## config.mk

```make
export PLATFORM = sky130hd
export DESIGN_NAME = axi_rd_burst_splitter
export DESIGN_NICKNAME = d
export VERILOG_FILES = /design/src/rtl/axi_rd_burst_splitter.sv
export SDC_FILE = /design/constraint.sdc
export NUM_CORES = 1
export LEC_CHECK = 0
export CAP_MARGIN = 20
export CORE_UTILIZATION = 44
export DETAILED_ROUTE_END_ITERATION = 16
export PLACE_DENSITY = 0.87
export RECOVER_POWER = 100
export SYNTH_ARGS = -nofsm -noshare
export SYNTH_HDL_FRONTEND = slang
export SYNTH_SLANG_ARGS = --single-unit
```

## constraint.sdc

```tcl
create_clock -name clk -period 4.9 [get_ports clk]
set_input_delay 0.98 -clock clk [delete_from_list [all_inputs] [get_ports clk]]
set_output_delay 0.98 -clock clk [all_outputs]
set_load 0.005 [all_outputs]
```

## src/rtl/axi_rd_burst_splitter.sv

```systemverilog
// axi_rd_burst_splitter
// Splits each upstream AXI read burst into downstream sub-bursts of at most
// MAX_BURST beats and merges the returned R beats back into one upstream burst
// with a single RLAST. One upstream burst is in flight at a time.
// Optional feature macro: AXI_SPLIT_4K_EN keeps every INCR sub-burst inside one
// 4 KB page; when it is undefined only the MAX_BURST limit applies.
module axi_rd_burst_splitter #(
   parameter int AXI_ID_W   = 4,
   parameter int AXI_ADDR_W = 30,
   parameter int AXI_DATA_W = 32,
   parameter int AXI_LEN_W  = 8,
   parameter int MAX_BURST  = 16
) (
   input  logic                  clk,
   input  logic                  rstn,
   input  logic [AXI_ID_W-1:0]   s_axi_arid,
   input  logic [AXI_ADDR_W-1:0] s_axi_araddr,
   input  logic [AXI_LEN_W-1:0]  s_axi_arlen,
   input  logic [2:0]            s_axi_arsize,
   input  logic [1:0]            s_axi_arburst,
   input  logic [3:0]            s_axi_arcache,
   input  logic [2:0]            s_axi_arprot,
   input  logic [3:0]            s_axi_arqos,
   input  logic                  s_axi_arvalid,
   output logic                  s_axi_arready,
   output logic [AXI_ID_W-1:0]   s_axi_rid,
   output logic [AXI_DATA_W-1:0] s_axi_rdata,
   output logic [1:0]            s_axi_rresp,
   output logic                  s_axi_rlast,
   output logic                  s_axi_rvalid,
   input  logic                  s_axi_rready,
   output logic [AXI_ID_W-1:0]   m_axi_arid,
   output logic [AXI_ADDR_W-1:0] m_axi_araddr,
   output logic [AXI_LEN_W-1:0]  m_axi_arlen,
   output logic [2:0]            m_axi_arsize,
   output logic [1:0]            m_axi_arburst,
   output logic [3:0]            m_axi_arcache,
   output logic [2:0]            m_axi_arprot,
   output logic [3:0]            m_axi_arqos,
   output logic                  m_axi_arvalid,
   input  logic                  m_axi_arready,
   input  logic [AXI_DATA_W-1:0] m_axi_rdata,
   input  logic [1:0]            m_axi_rresp,
   input  logic [AXI_ID_W-1:0]   m_axi_rid,
   input  logic                  m_axi_rlast,
   input  logic                  m_axi_rvalid,
   output logic                  m_axi_rready
);

   // Remaining-beat counter must hold arlen+1, i.e. up to 2**AXI_LEN_W.
   localparam int REM_W = AXI_LEN_W + 1;

   typedef enum logic [1:0] {S_IDLE, S_ISSUE, S_WAIT} state_t;

   state_t                state_q;
   logic [AXI_ID_W-1:0]   id_q;
   logic [AXI_ADDR_W-1:0] addr_q;
   logic [2:0]            size_q;
   logic [1:0]            burst_q;
   logic [3:0]            cache_q;
   logic [2:0]            prot_q;
   logic [3:0]            qos_q;
   logic [REM_W-1:0]      rem_q;
   logic                  arvalid_q;

   logic [REM_W-1:0]      chunk;
   logic [AXI_ADDR_W-1:0] addr_align;
   logic [AXI_ADDR_W-1:0] addr_next;
   logic                  in_wait;
   logic                  unused_ok;
`ifdef AXI_SPLIT_4K_EN
   logic [12:0]           beats_4k;
`endif

   // Size of the next sub-burst and the address that follows it. Only INCR
   // bursts are split; FIXED and WRAP go out whole. Inputs are registers that
   // change only on a handshake, so the AR fields stay stable while stalled.
   always_comb begin
      addr_align = addr_q & ~((AXI_ADDR_W'(1) << size_q) - AXI_ADDR_W'(1));
      chunk      = rem_q;
`ifdef AXI_SPLIT_4K_EN
      // Counted from the size-aligned address so an unaligned start never
      // yields a zero-beat chunk.
      beats_4k   = (13'd4096 - {1'b0, addr_align[11:0]}) >> size_q;
`endif
      if (burst_q == 2'b01) begin
         if (chunk > REM_W'(MAX_BURST)) chunk = REM_W'(MAX_BURST);
`ifdef AXI_SPLIT_4K_EN
         if ({{REM_W{1'b0}}, beats_4k} < {13'd0, chunk}) chunk = REM_W'(beats_4k);
`endif
      end
      addr_next = addr_align + (AXI_ADDR_W'(chunk) << size_q);
   end

   assign in_wait       = (state_q == S_WAIT);
   assign s_axi_arready = (state_q == S_IDLE);

   assign m_axi_arvalid = arvalid_q;
   assign m_axi_arid    = id_q;
   assign m_axi_araddr  = addr_q;
   assign m_axi_arlen   = AXI_LEN_W'(chunk - REM_W'(1));
   assign m_axi_arsize  = size_q;
   assign m_axi_arburst = burst_q;
   assign m_axi_arcache = cache_q;
   assign m_axi_arprot  = prot_q;
   assign m_axi_arqos   = qos_q;

   // R pass-through is open only while a sub-burst is outstanding; beats
   // arriving at any other time are back-pressured, never dropped.
   assign s_axi_rvalid  = in_wait & m_axi_rvalid;
   assign m_axi_rready  = in_wait & s_axi_rready;
   assign s_axi_rdata   = m_axi_rdata;
   assign s_axi_rresp   = m_axi_rresp;
   assign s_axi_rid     = id_q;
   assign s_axi_rlast   = in_wait & m_axi_rlast & (rem_q == '0);

   // Downstream RID is not needed: only one sub-burst is ever outstanding.
   assign unused_ok     = ^m_axi_rid;

   // Control FSM: accept one upstream burst, issue its sub-bursts one at a
   // time and wait for each sub-burst's last beat before issuing the next.
   always_ff @(posedge clk or negedge rstn) begin
      if (!rstn) begin
         state_q   <= S_IDLE;
         arvalid_q <= 1'b0;
         id_q      <= '0;
         addr_q    <= '0;
         size_q    <= '0;
         burst_q   <= '0;
         cache_q   <= '0;
         prot_q    <= '0;
         qos_q     <= '0;
         rem_q     <= '0;
      end else begin
         case (state_q)
            S_IDLE: begin
               if (s_axi_arvalid) begin
                  id_q      <= s_axi_arid;
                  addr_q    <= s_axi_araddr;
                  size_q    <= s_axi_arsize;
                  burst_q   <= s_axi_arburst;
                  cache_q   <= s_axi_arcache;
                  prot_q    <= s_axi_arprot;
                  qos_q     <= s_axi_arqos;
                  rem_q     <= REM_W'(s_axi_arlen) + REM_W'(1);
                  arvalid_q <= 1'b1;
                  state_q   <= S_ISSUE;
               end
            end
            S_ISSUE: begin
               if (m_axi_arready) begin
                  arvalid_q <= 1'b0;
                  rem_q     <= rem_q - chunk;
                  addr_q    <= addr_next;
                  state_q   <= S_WAIT;
               end
            end
            S_WAIT: begin
               if (m_axi_rvalid && s_axi_rready && m_axi_rlast) begin
                  if (rem_q == '0) begin
                     state_q   <= S_IDLE;
                  end else begin
                     arvalid_q <= 1'b1;
                     state_q   <= S_ISSUE;
                  end
               end
            end
            default: begin
               arvalid_q <= 1'b0;
               state_q   <= S_IDLE;
            end
         endcase
      end
   end

endmodule
```

# Word-level counts from Yosys, hierarchy flattened
# Cells that the tools add are included.
# word_totals
reg_bits	62
# op_classes
order_cmp	1
addsub	5
n_bitwise	6
n_reduce_logical	9
n_mux	18
n_eq_ne	7
n_shift	2
# ops
operator	count
30-bit 2-to-1 mux	2
30-bit one-hot mux with 2 select lines	1
9-bit 2-to-1 mux	4
30-bit adder	1
30-bit AND	1
30-bit inverter	1
1-bit by 3-bit left shift with 30-bit output (first input constant)	1
9-bit by 3-bit left shift with 30-bit output	1
30-bit by 1-bit subtractor with 30-bit output (second input constant)	1
9-bit one-hot mux with 2 select lines	1
8-bit by 1-bit adder with 9-bit output (second input constant)	1
9-bit by 5-bit > comparator with 1-bit output (second input constant)	1
9-bit logical NOT	1
9-bit subtractor	1
8-bit by 1-bit subtractor with 8-bit output (second input constant)	1
2-bit 2-to-1 mux	3
2-bit inequality test (second input constant)	3
2-bit one-hot mux with 3 select lines	1
3-bit AND reduction	2
1-bit 2-to-1 mux	5
1-bit AND	4
2-bit by 1-bit equality test with 1-bit output (second input constant)	2
4-bit AND reduction	1
1-bit one-hot mux with 3 select lines	1
6 further kinds	7

# Longest topological paths before layout
# depth
depth_word	7
depth_mapped	17

# Worst setup path after synthesis
# No wires, ideal clock.
# synth_path
path_kind	flip-flop to flip-flop
start	register rem_q[3]
end	register addr_q[17], in the netlist m_axi_araddr[17]
path_stages_with_launch	14
path_buffers	0
arrival_time_ns	3.392
setup_time_ns	0.126
path_slack_ns	1.382
cell_sequence	dfrtp_1 > or4_4 > a21oi_2 > or2b_2 > nand2_2 > or4_1 > o21ai_1 > ha_1 > o2111ai_1 > nor4_1 > a211oi_2 > nor2b_2 > nor3b_1 > a221o_1
# synth_between
elab_chain_cells	7
# synth_lines
item	line	source
start: declaration	63	logic [REM_W-1:0] rem_q;
start signal: assignment	145	rem_q <= REM_W'(s_axi_arlen) + REM_W'(1);
start signal: assignment	153	rem_q <= rem_q - chunk;
9-bit by 5-bit > comparator with 1-bit output	87	if (chunk > REM_W'(MAX_BURST)) chunk = REM_W'(MAX_BURST);
9-bit 2-to-1 mux	87	
9-bit 2-to-1 mux (*)	86	if (burst_q == 2'b01) begin
9-bit by 3-bit left shift with 30-bit output (*)	92	addr_next = addr_align + (AXI_ADDR_W'(chunk) << size_q);
30-bit adder (*)	92	
30-bit 2-to-1 mux (*)	151	if (m_axi_arready) begin
30-bit one-hot mux with 2 select lines (*)	135	case (state_q)
end signal: assignment	139	addr_q <= s_axi_araddr;
end signal: assignment	154	addr_q <= addr_next;
end: declaration	57	logic [AXI_ADDR_W-1:0] addr_q;
# Mark *: on every way between the ends. The rest lies on a longest branch, timed or not. The select of a mux whose other input is x is not followed.
# A chain may end at the register's enable or synchronous reset.

# Worst setup path in the final report
# layout_path
start	register rem_q[1]
end	register addr_q[26], in the netlist m_axi_araddr[26]
# Same word-level chain as after synthesis.

==> results.ini <==
[die]
initial_core_util_pct = 45.7
ios = 204
rows = 38
core_um2 = 11000
die_w_um = 109
chipHeight_um = 109
die-area_um2 = 11800

[pwr]
sw_frac_of_total_pct = 45.8
p_clk_share_pct = 12.3
p_leak_nw = 2.71
peakVddDrop_v = 0.000418
power_switching_mw = 2.31
p_comb_share_pct = 66.0
p_int_mw = 2.74
seq_power_share_pct = 21.7
power.density_nw_per_um2 = 794

[place]
portBuffers = 131
dp_hpwl_um = 10100
postPlaceCellArea_um2 = 6130
gp_congestion = 0.865

[clock_tree]
root_buffer = clkbuf_16
insertion_delay_ns = 0.33
htreeDepth = 3
cts_tree = built
cts.sinks = 62
cts_buffers = 9
clockBufferDepth = 2
cts_setup_buffers = 0
ctsHoldBuffers = 0
clkTransAtPathRegs_ns = 0.05
cts_resized = 0

[yosys]
ys.flop_type = dfrtp_1
synth_largest_area_cell = dfrtp_1
synthTopCellsByArea = dfrtp_1 (31%), ha_1 (6.7%), buf_4 (5.7%)
netlist_instances = 603
syn_area_um2 = 5020
synthMostInstantiatedCell = dfrtp_1
synth-seq-cells = 62
syn_avg_cell_area_um2 = 8.32
synth_enable_flop_cells = 0
yosysSeqAreaShare_pct = 30.9
yosysUniqueCellTypes = 66
syn_nets = 735
synth_common_cells = dfrtp_1 (62), a21oi_1 (53), nand2_1 (52), nor2_1 (51), buf_4 (38)
postSynth.asyncResetShare_pct = 100
yosysTopAreaCellShare_pct = 30.9
yosys_warnings = 0

[timing]
skew_ns = 0.00657
finalSetupViolations = 0
worst_slew_pin_slew_ns = 2.74
slew_headroom_pct = -83.4
drv_slew = 97
period_share_pct = 87.4
max_freq_mhz = 233
fin_hold_ws_ns = 0.478
hold_violations = 0
period_needed_ns = 4.28
rsz0062_at_grt = false
fin_setup_tns_ns = 0

[worst_setup_path]
critPathLaunchType = flip-flop
endpoint_kind = flip-flop
worstPathMaxFanout = 9
path_class = flip-flop to flip-flop
arrival_ns = 4.50
crit_required_ns = 5.12

[detailed_routing]
first_pass_iters = 4
drc = 0
vias = 4779
routed_wl_um = 13800
antenna_left = 0
post_drt_wl_per_cell_um = 16.8
drt_iter0_markers = 187
viasPerCell = 5.82

[global_routing]
grt_pass1_vias = 4795
antenna_found_initial = 0
grtUsageTotal_pct = 24.7
grt_max_degree = 51
grt_pass1_wl_um = 22800
overflow = 0

[layout]
final_nets = 810
area_growth_syn_to_layout_pct = 26.7
fin_area_um2 = 6360
final_layout_size_suffix_gt1_share_pct = 5.58
antenna_cells = 0

[worst_hold_path]
min_path_type = flip-flop to flip-flop

[status]
status = finished, violations left
violations = capacitance limit, slew limit

[job]
maxCapViolCount = 3

## layout make-up
| class | count | area, um^2 |
|---|---|---|
| Fill cell | 995 | 4630 |
| Multi-Input combinational cell | 457 | 2970 |
| Sequential cell | 62 | 1550 |
| Timing Repair Buffer | 136 | 1340 |
| Clock buffer | 9 | 225 |
| Tap cell | 140 | 175 |
| Clock inverter | 5 | 52.6 |
| Inverter | 12 | 45.0 |
## power groups by stage
stage / Combinational, mW / Clock, mW / Sequential [mW]
finish: 3.33 / 0.622 / 1.10
detailed placement: 3.47 / 0 / 1.11
floorplan: 2.40 / 0 / 1.01
CTS: 3.49 / 0.630 / 1.11
global placement: 3.37 / 0 / 1.10
global route: 3.73 / 0.653 / 1.15
## sequential cells by signal, summed over array words and instances (netlist names)
signal	cells
state_q	2
m_axi_arvalid	1
m_axi_arcache	4
m_axi_arsize	3
m_axi_arprot	3
m_axi_arid	4
rem_q	9
m_axi_araddr	30
m_axi_arqos	4
m_axi_arburst	2
## final timing paths
check                                         to  slack [ns]  depth (start not counted)           start
worst max register to register  m_axi_araddr[26]        0.62                         15        rem_q[1]
worst min-delay path              m_axi_arqos[3]        0.48                          1  m_axi_arqos[3]
max in group asynchronous         m_axi_arqos[0]        1.32                          2            rstn
worst min register to register    m_axi_arqos[3]        0.48                          1  m_axi_arqos[3]
min in group asynchronous          m_axi_arid[2]        1.11                          1            rstn
worst max-delay path            m_axi_araddr[26]        0.62                         15        rem_q[1]
## metrics by stage
stage                     std cells  setup WS (ns)  power, mW  utilization, %
after global placement          807          0.880       4.47            55.9
after global routing            821          0.280       5.52            57.9
after floorplan                 603           1.38       3.40               -
final                           821          0.616       5.05            57.9
after CTS                       821          0.843       5.23            58.4
after detailed placement        807          0.863       4.59            55.9
## cell families after synthesis
logic type      synth area share (%)
simple gates                    19.6
compound gates                  21.0
buf+inv                         9.18
flops                           30.9
mux                             6.76
xor+xnor                        5.06
fa+ha+maj                       7.53
## critical path: stages, from the launching register on
cell	delay [ns]
dfrtp_1	0.49
or4_1	0.61
a21oi_1	0.21
or2b_2	0.19
nand2_1	0.15
nor4_1	0.21
ha_1	0.27
fa_1	0.24
a21o_1	0.15
nand4_1	0.10
nand3_1	0.18
a211oi_1	0.15
o31a_4	0.42
nor3_1	0.31
a211oi_1	0.13
a311oi_1	0.36
## routing by layer
metal / wire, um / global-route usage [%] / vias up
met2: 7040 / 42.9 / 175
met3: 815 / 4.72 / 31
met1: 5670 / 30.2 / 2292
met5: 0 / 0 / -
li1: - / - / 2281
met4: 236 / 9.17 / 0
## placed cells by master, fill, tap and decap left out, types with 3 or more instances in the layout
cell             instances
xor2_1                  13
mux2_2                  11
and3_1                  10
and2_1                   8
a311oi_1                 3
xnor2_1                 16
mux2i_1                  8
nand4_1                  3
o21ai_0                 35
nand2b_1                 7
nor3_1                  13
nand2_1                 53
o21ai_1                 17
inv_1                   11
clkdlybuf4s50_1         63
clkinv_2                 3
o21a_1                   3
nor2_1                  51
ha_1                    27
nor4_1                   5
a21oi_1                 54
or4_1                    3
or3_1                    5
dfrtp_1                 62
clkbuf_16                9
clkbuf_1                 3
a31oi_1                 10
o22a_1                   4
a21o_1                  11
dlygate4sd3_1           67
mux2_1                  12
buf_4                    3
o22ai_1                  4
a211o_1                  3
a211oi_1                 6
nand3_1                 20
nor2b_1                  7
a22oi_1                  4
(Power assumes the default switching activity.)
